[src/rtl/encoder_controller.sv]
// Sequencing FSM for the slice-serial encoder: runs ROUNDS rounds of a 64-slice
// read pass followed by a 64-slice process/write-back pass, driven by the slice counter.
module encoder_controller #(
    parameter int ROUNDS = 24
) (
    input  logic       clk,
    input  logic       rst,
    input  logic       start,
    input  logic       stall,
    input  logic       co,
    output logic       counter_rst,
    output logic       inc_counter,
    output logic       mem_rd,
    output logic       mem_wr,
    output logic       step_en,
    output logic [4:0] round,
    output logic       ready,
    output logic       busy,
    output logic       done
);

    typedef enum logic [2:0] {
        IDLE,
        INIT,
        READ,
        PROC,
        ROUND_END,
        DONE
    } state_t;

    state_t state, state_nxt;
    logic   last_round;

    assign last_round = (round == 5'(ROUNDS - 1));

    // round is cleared on INIT rather than on entry to IDLE, so it still reads
    // ROUNDS-1 in DONE.
    always_ff @(posedge clk or negedge rst) begin
        if (!rst) begin
            state <= IDLE;
            round <= '0;
        end else begin
            state <= state_nxt;
            if (state == INIT)
                round <= '0;
            else if (state == ROUND_END && !last_round)
                round <= round + 5'd1;
        end
    end

    always_comb begin
        state_nxt   = state;
        counter_rst = 1'b0;
        inc_counter = 1'b0;
        mem_rd      = 1'b0;
        mem_wr      = 1'b0;
        step_en     = 1'b0;
        ready       = 1'b0;
        busy        = 1'b1;
        done        = 1'b0;
        case (state)
            IDLE: begin
                ready = 1'b1;
                busy  = 1'b0;
                if (start)
                    state_nxt = INIT;
            end
            INIT: begin
                counter_rst = 1'b1;
                state_nxt   = READ;
            end
            READ: begin
                if (!stall) begin
                    mem_rd      = 1'b1;
                    inc_counter = 1'b1;
                    if (co)
                        state_nxt = PROC;
                end
            end
            PROC: begin
                if (!stall) begin
                    mem_wr      = 1'b1;
                    step_en     = 1'b1;
                    inc_counter = 1'b1;
                    if (co)
                        state_nxt = ROUND_END;
                end
            end
            ROUND_END: begin
                // Count has already wrapped to 0; the clear is belt-and-braces.
                counter_rst = 1'b1;
                state_nxt   = last_round ? DONE : READ;
            end
            DONE: begin
                done      = 1'b1;
                state_nxt = IDLE;
            end
            default: state_nxt = IDLE;
        endcase
    end

endmodule
[config.mk]
export PLATFORM = sky130hd
export DESIGN_NAME = encoder_controller
export DESIGN_NICKNAME = d
export VERILOG_FILES = /design/src/rtl/encoder_controller.sv
export SDC_FILE = /design/constraint.sdc
export NUM_CORES = 1
export LEC_CHECK = 0
export BUFFER_PORTS_ARGS = -buffer_cell sky130_fd_sc_hd__clkbuf_2
export CAP_MARGIN = 20
export CELL_PAD_IN_SITES_DETAIL_PLACEMENT = 0
export CELL_PAD_IN_SITES_GLOBAL_PLACEMENT = 1
export CORE_UTILIZATION = 31
export CTS_CLUSTER_SIZE = 16
export DETAILED_ROUTE_END_ITERATION = 6
export GPL_TIMING_DRIVEN = 0
export PLACE_DENSITY = 0.76
export SYNTH_ARGS = -nofsm -noshare
export SYNTH_HDL_FRONTEND = slang
export SYNTH_SLANG_ARGS = --single-unit
[constraint.sdc]
create_clock -name clk -period 1.4 [get_ports clk]
set_input_delay 0.21 -clock clk [delete_from_list [all_inputs] [get_ports clk]]
set_output_delay 0.21 -clock clk [all_outputs]
set_load 0.05 [all_outputs]
# Yosys cells after proc, flatten, opt, wreduce, memory -nomap -nowiden

Index checks and enable logic that the tools add are counted.

Output and inout bits: 13
Logic and storage cells: 38
Register bits after elaboration: 8
Input port bits: 5

Mux-type cells: 17
Reduce and logical (&&, ||, !) cells: 7
$add $sub $neg: 1
Equality and inequality tests: 11

Operator list:

| operator            | number |
|---|---|
| $mux 3              | 6 |
| $pmux 3 s5          | 1 |
| $mux 5              | 2 |
| $ne 2x2->1 const B  | 5 |
| $mux 1              | 8 |
| $eq 3x2->1 const B  | 2 |
| $eq 3x3->1 const B  | 2 |
| $add 5x1->5 const B | 1 |
| $eq 5x5->1 const B  | 1 |
| $reduce_and 5->1    | 1 |
| $reduce_or 2->1     | 2 |
| $eq 3x1->1 const B  | 1 |
| $logic_not 3->1     | 1 |
| $reduce_bool 2->1   | 1 |
| $logic_and 1x1->1   | 1 |
| $logic_not 1->1     | 1 |

# Longest topological paths before layout

Word-level depth: 5
Depth in mapped cells: 5
Gate-level depth less buffers: 4

# Least setup slack after synthesis

No wires, ideal clock.

Kind: register to output
From: register state[2]
To: output step_en
Setup slack: -1288 ps
Data required time: 1190 ps
Arrival time: 2478 ps
Cell stages (with the launch flop): 5
Cells stage by stage: dfrtp_1 > buf_2 > nor3_1 > and2_1 > buf_4

Cells in the longest elaborated chain, start to end: 2

Ends and longest elaborated chain:

| what                   | line | source |
|---|---|---|
| start, declared        | 31   | `state_t state, state_nxt;` |
| start signal, assigned | 43   | `state <= state_nxt;` |
| $eq 3x2->1             | -    |  |
| $mux 1                 | -    |  |
| end, declared          | 15   | `output logic step_en,` |

Every way passes these cells.

# Worst setup path after layout

From: register state[1]
To: output step_en

Cells in the longest elaborated chain, start to end: 2

Ends and longest elaborated chain:

| what       | line | source |
|---|---|---|
| $eq 3x2->1 | 61   | `case (state)` |
| $mux 1     | 61   |  |

Every way passes these cells.

==> impl_metrics.csv <==
group,metric,value,unit
synthesis,yosys_warnings,0,
worst_setup_path,worstSetupStartpointType,"flip-flop",
global_routing,busiest_layer,"met2",
synthesis,seq_area_frac_synth,34.6,%
synthesis,synth_area_leaders,"dfrtp_1 (35%), nand4b_1 (4.5%), nand2_1 (3.9%)",
worst_setup_path,critPathArrivalTime,1340,ps
sta,hold_viol_final,0,
global_routing,gr-total-overflow,0,
clock_tree,clk_latency,260,ps
route,drc,0,
sta,slew_violations,0,
finish,design_area,1070,um2
clock_tree,cts_buffers,3,
synthesis,synth_top_cells_by_count,"dfrtp_1 (8), nand2_1 (6), a21oi_1 (4), buf_2 (4), o21ai_0 (4)",
global_routing,gr-usage-met3,6.80,%
route,via_per_inst,5.26,
run,maxCapViolCount,0,
finish,utilization,61.1,%
pwr,p_leak,0.470,nW
global_routing,met2_usage,30.7,%
global_routing,grt_pass1_wl,2850,um
status,violations,"negative setup slack",
pwr,pwr-share-seq,18.1,%
synthesis,async_flop_share,100,%
placement,place_area,777,um2
sta,worstMarginPinSlew,274,ps
synthesis,syn_inst,68,
clock_tree,cts.path.max_buffers,2,
sta,fmax,0.643,GHz
route,vias,663,
clock_tree,cts.sinks,8,
status,status,"finished, violations left",
global_routing,antenna_found_initial,0,
pwr,p_switching,1.05,mW
floorplanning,fp.dieH,45.2,um
synthesis,synth_seq_cells,8,
clock_tree,htreeDepth,1,
sta,min_period,1550,ps
sta,fin_worst_skew,6.98,ps
pwr,total_power,2.22,mW
route,postRouteAntennaNets,0,
clock_tree,cts_tree,"done",
synthesis,ys.flop_type,"dfrtp_1",
sta,setup_slack,-154,ps
worst_setup_path,r2r_slack,-80,ps
worst_setup_path,critPathCaptureType,"primary output",
pwr,power.density,2080,nW/um2
synthesis,synth_area_leader_cell,"dfrtp_1",
pwr,intPower,1.17,mW
placement,gp_congestion,0.716,
route,drt-pass1-iter-count,5,
synthesis,synth_edf_count,0,
sta,tns,-815,ps
clock_tree,clk_pin_slew,60,ps
floorplanning,core_area,1750,um2
floorplanning,num_rows,15,
pwr,irDropWorstVdd,0.000998,V
sta,setup_viol,11,
route,drt_iter0_drc,19,
hold_path,hold_class,"primary input to asynchronous set/reset pin",
worst_setup_path,ff2ff_path_depth,5,
clock_tree,cts_root_buf,"clkbuf_4",
finish,num-nets-final,108,
floorplanning,design.portCount,18,
sta,grt_setup_unrepaired,"yes",
global_routing,first_global_vias,580,
worst_setup_path,path_class,"flip-flop to primary output",
finish,syn2layout_area_growth,84.0,%
sta,max_slew_margin,81.8,%
worst_setup_path,crit_required,1190,ps
synthesis,synth.avg_cell_area,8.52,um2
global_routing,use_met1,25.6,%
finish,drive_gt1_share,58.4,%
synthesis,synth_nets,74,
pwr,comb_power_share,73.0,%
worst_setup_path,rr_startpoint,"state[1]$_DFFE_PN0P_",
worst_setup_path,path_max_fanout,4,
placement,place_ws,-95.1,ps
finish,n_antenna_cell,0,
floorplanning,die_area,2050,um2
floorplanning,initial_core_util,33.2,%
route,wirelength,1920,um
pwr,swShare,47.3,%
global_routing,grt_usage,20.5,%
synthesis,synthesis.area,579,um2
placement,post-dp-hpwl,1080,um
pwr,clockPowerShare,8.9,%
global_routing,grt_max_degree,11,
synthesis,netlist.area_leader.share,34.6,%
synthesis,yosysMostFrequentCell,"dfrtp_1",
worst_setup_path,reg2reg_to,"state[0]$_DFFE_PN0P_",
floorplanning,die_x,45.2,um
placement,port_buffers,17,
route,wl_per_cell,15.2,um
sta,final.period_utilization,111,%
synthesis,synth_cell_types,33,
## final cells by class
class,instances,area (um2)
fillers,158,679
multi-input cells,51,440
repair buffers,30,279
flip-flops and latches,8,206
plain buffers,5,67.6
well taps,25,31.3
clock buffers,4,26.3
inverters,3,15.0
## cells in the final DEF, fill, tap and decap left out, types with 2 or more instances in the layout
cell	instances
buf_4	11
nand4_1	3
a21oi_1	4
buf_8	8
dfrtp_1	3
o21ai_0	4
nand2b_1	2
clkbuf_2	9
nand3b_1	2
nand3_1	2
dfrtp_2	5
nand2_1	5
clkbuf_4	4
and3_1	2
nand4b_1	3
nor2_4	2
buf_6	2
## worst max-delay path, stage by stage (launching register included)
cell       delay (ps)
dfrtp_1           440
inv_2             100
nor3_4            130
and2_4            170
buf_8              90
clkbuf_16         140
## power by group through the flow
stage / Clock [mW] / Combinational (mW) / Sequential [mW]
final: 0.198 / 1.62 / 0.401
after global routing: 0.213 / 1.72 / 0.410
after CTS: 0.200 / 1.44 / 0.381
after detailed placement: 0 / 1.10 / 0.388
after global placement: 0 / 1.09 / 0.382
after floorplan: 0 / 0.789 / 0.481
## metal layers
metal  vias to the layer above  share of wire (%)
met5                         -                  0
met4                         0                2.8
met3                         7                4.3
met2                        20                 50
met1                       317                 43
li1                        319                  -
## registers in the layout, summed over array words and instances, names as in the netlist
name,count
round,5
state,3
## cell families (layout without fill, tap and decap cells)
family | Yosys count | count (layout) | synth area share (%)
buffers and inverters | 9 | 42 | 8.64
AND/OR/NAND/NOR | 33 | 33 | 34.6
AO/OA/AOI/OAI | 15 | 15 | 16.8
adder cells (fa/ha/maj) | 1 | 1 | 2.16
multiplexers | 1 | 1 | 1.73
XOR/XNOR | 1 | 1 | 1.51
flip-flops | 8 | 8 | 34.6
## what timing repair did
item / in CTS / in global routing
setup buffers: 8 / 4
hold buffers: 1 / 0
gates resized for setup: 27 / 13
endpoints found under the hold margin: 8 / 0
pin swaps: 4 / 4
endpoints found under the setup margin: 9 / 13
## stage by stage
| step | cells | hold slack, ps |
|---|---|---|
| 2_1_floorplan | 68 | -85.6 |
| 3_3_place_gp | 110 | 70.0 |
| 3_5_place_dp | 110 | 68.2 |
| 4_1_cts | 123 | 300 |
| 5_1_grt | 126 | 337 |
| 6_report | 126 | 317 |
## how the worst max path moves through the flow
stage / slack, ps / end / cells past startpoint / from
3_3_place_gp: -90 / ready / 5 / state[1]$_DFFE_PN0P_
5_1_grt: -200 / step_en / 5 / state[1]$_DFFE_PN0P_
2_1_floorplan: -290 / step_en / 4 / state[2]$_DFFE_PN0P_
6_report: -150 / step_en / 5 / state[1]$_DFFE_PN0P_
3_5_place_dp: -100 / ready / 5 / state[1]$_DFFE_PN0P_
4_1_cts: -140 / step_en / 5 / state[1]$_DFFE_PN0P_
No activity file was read; power rests on OpenSTA's default activity.
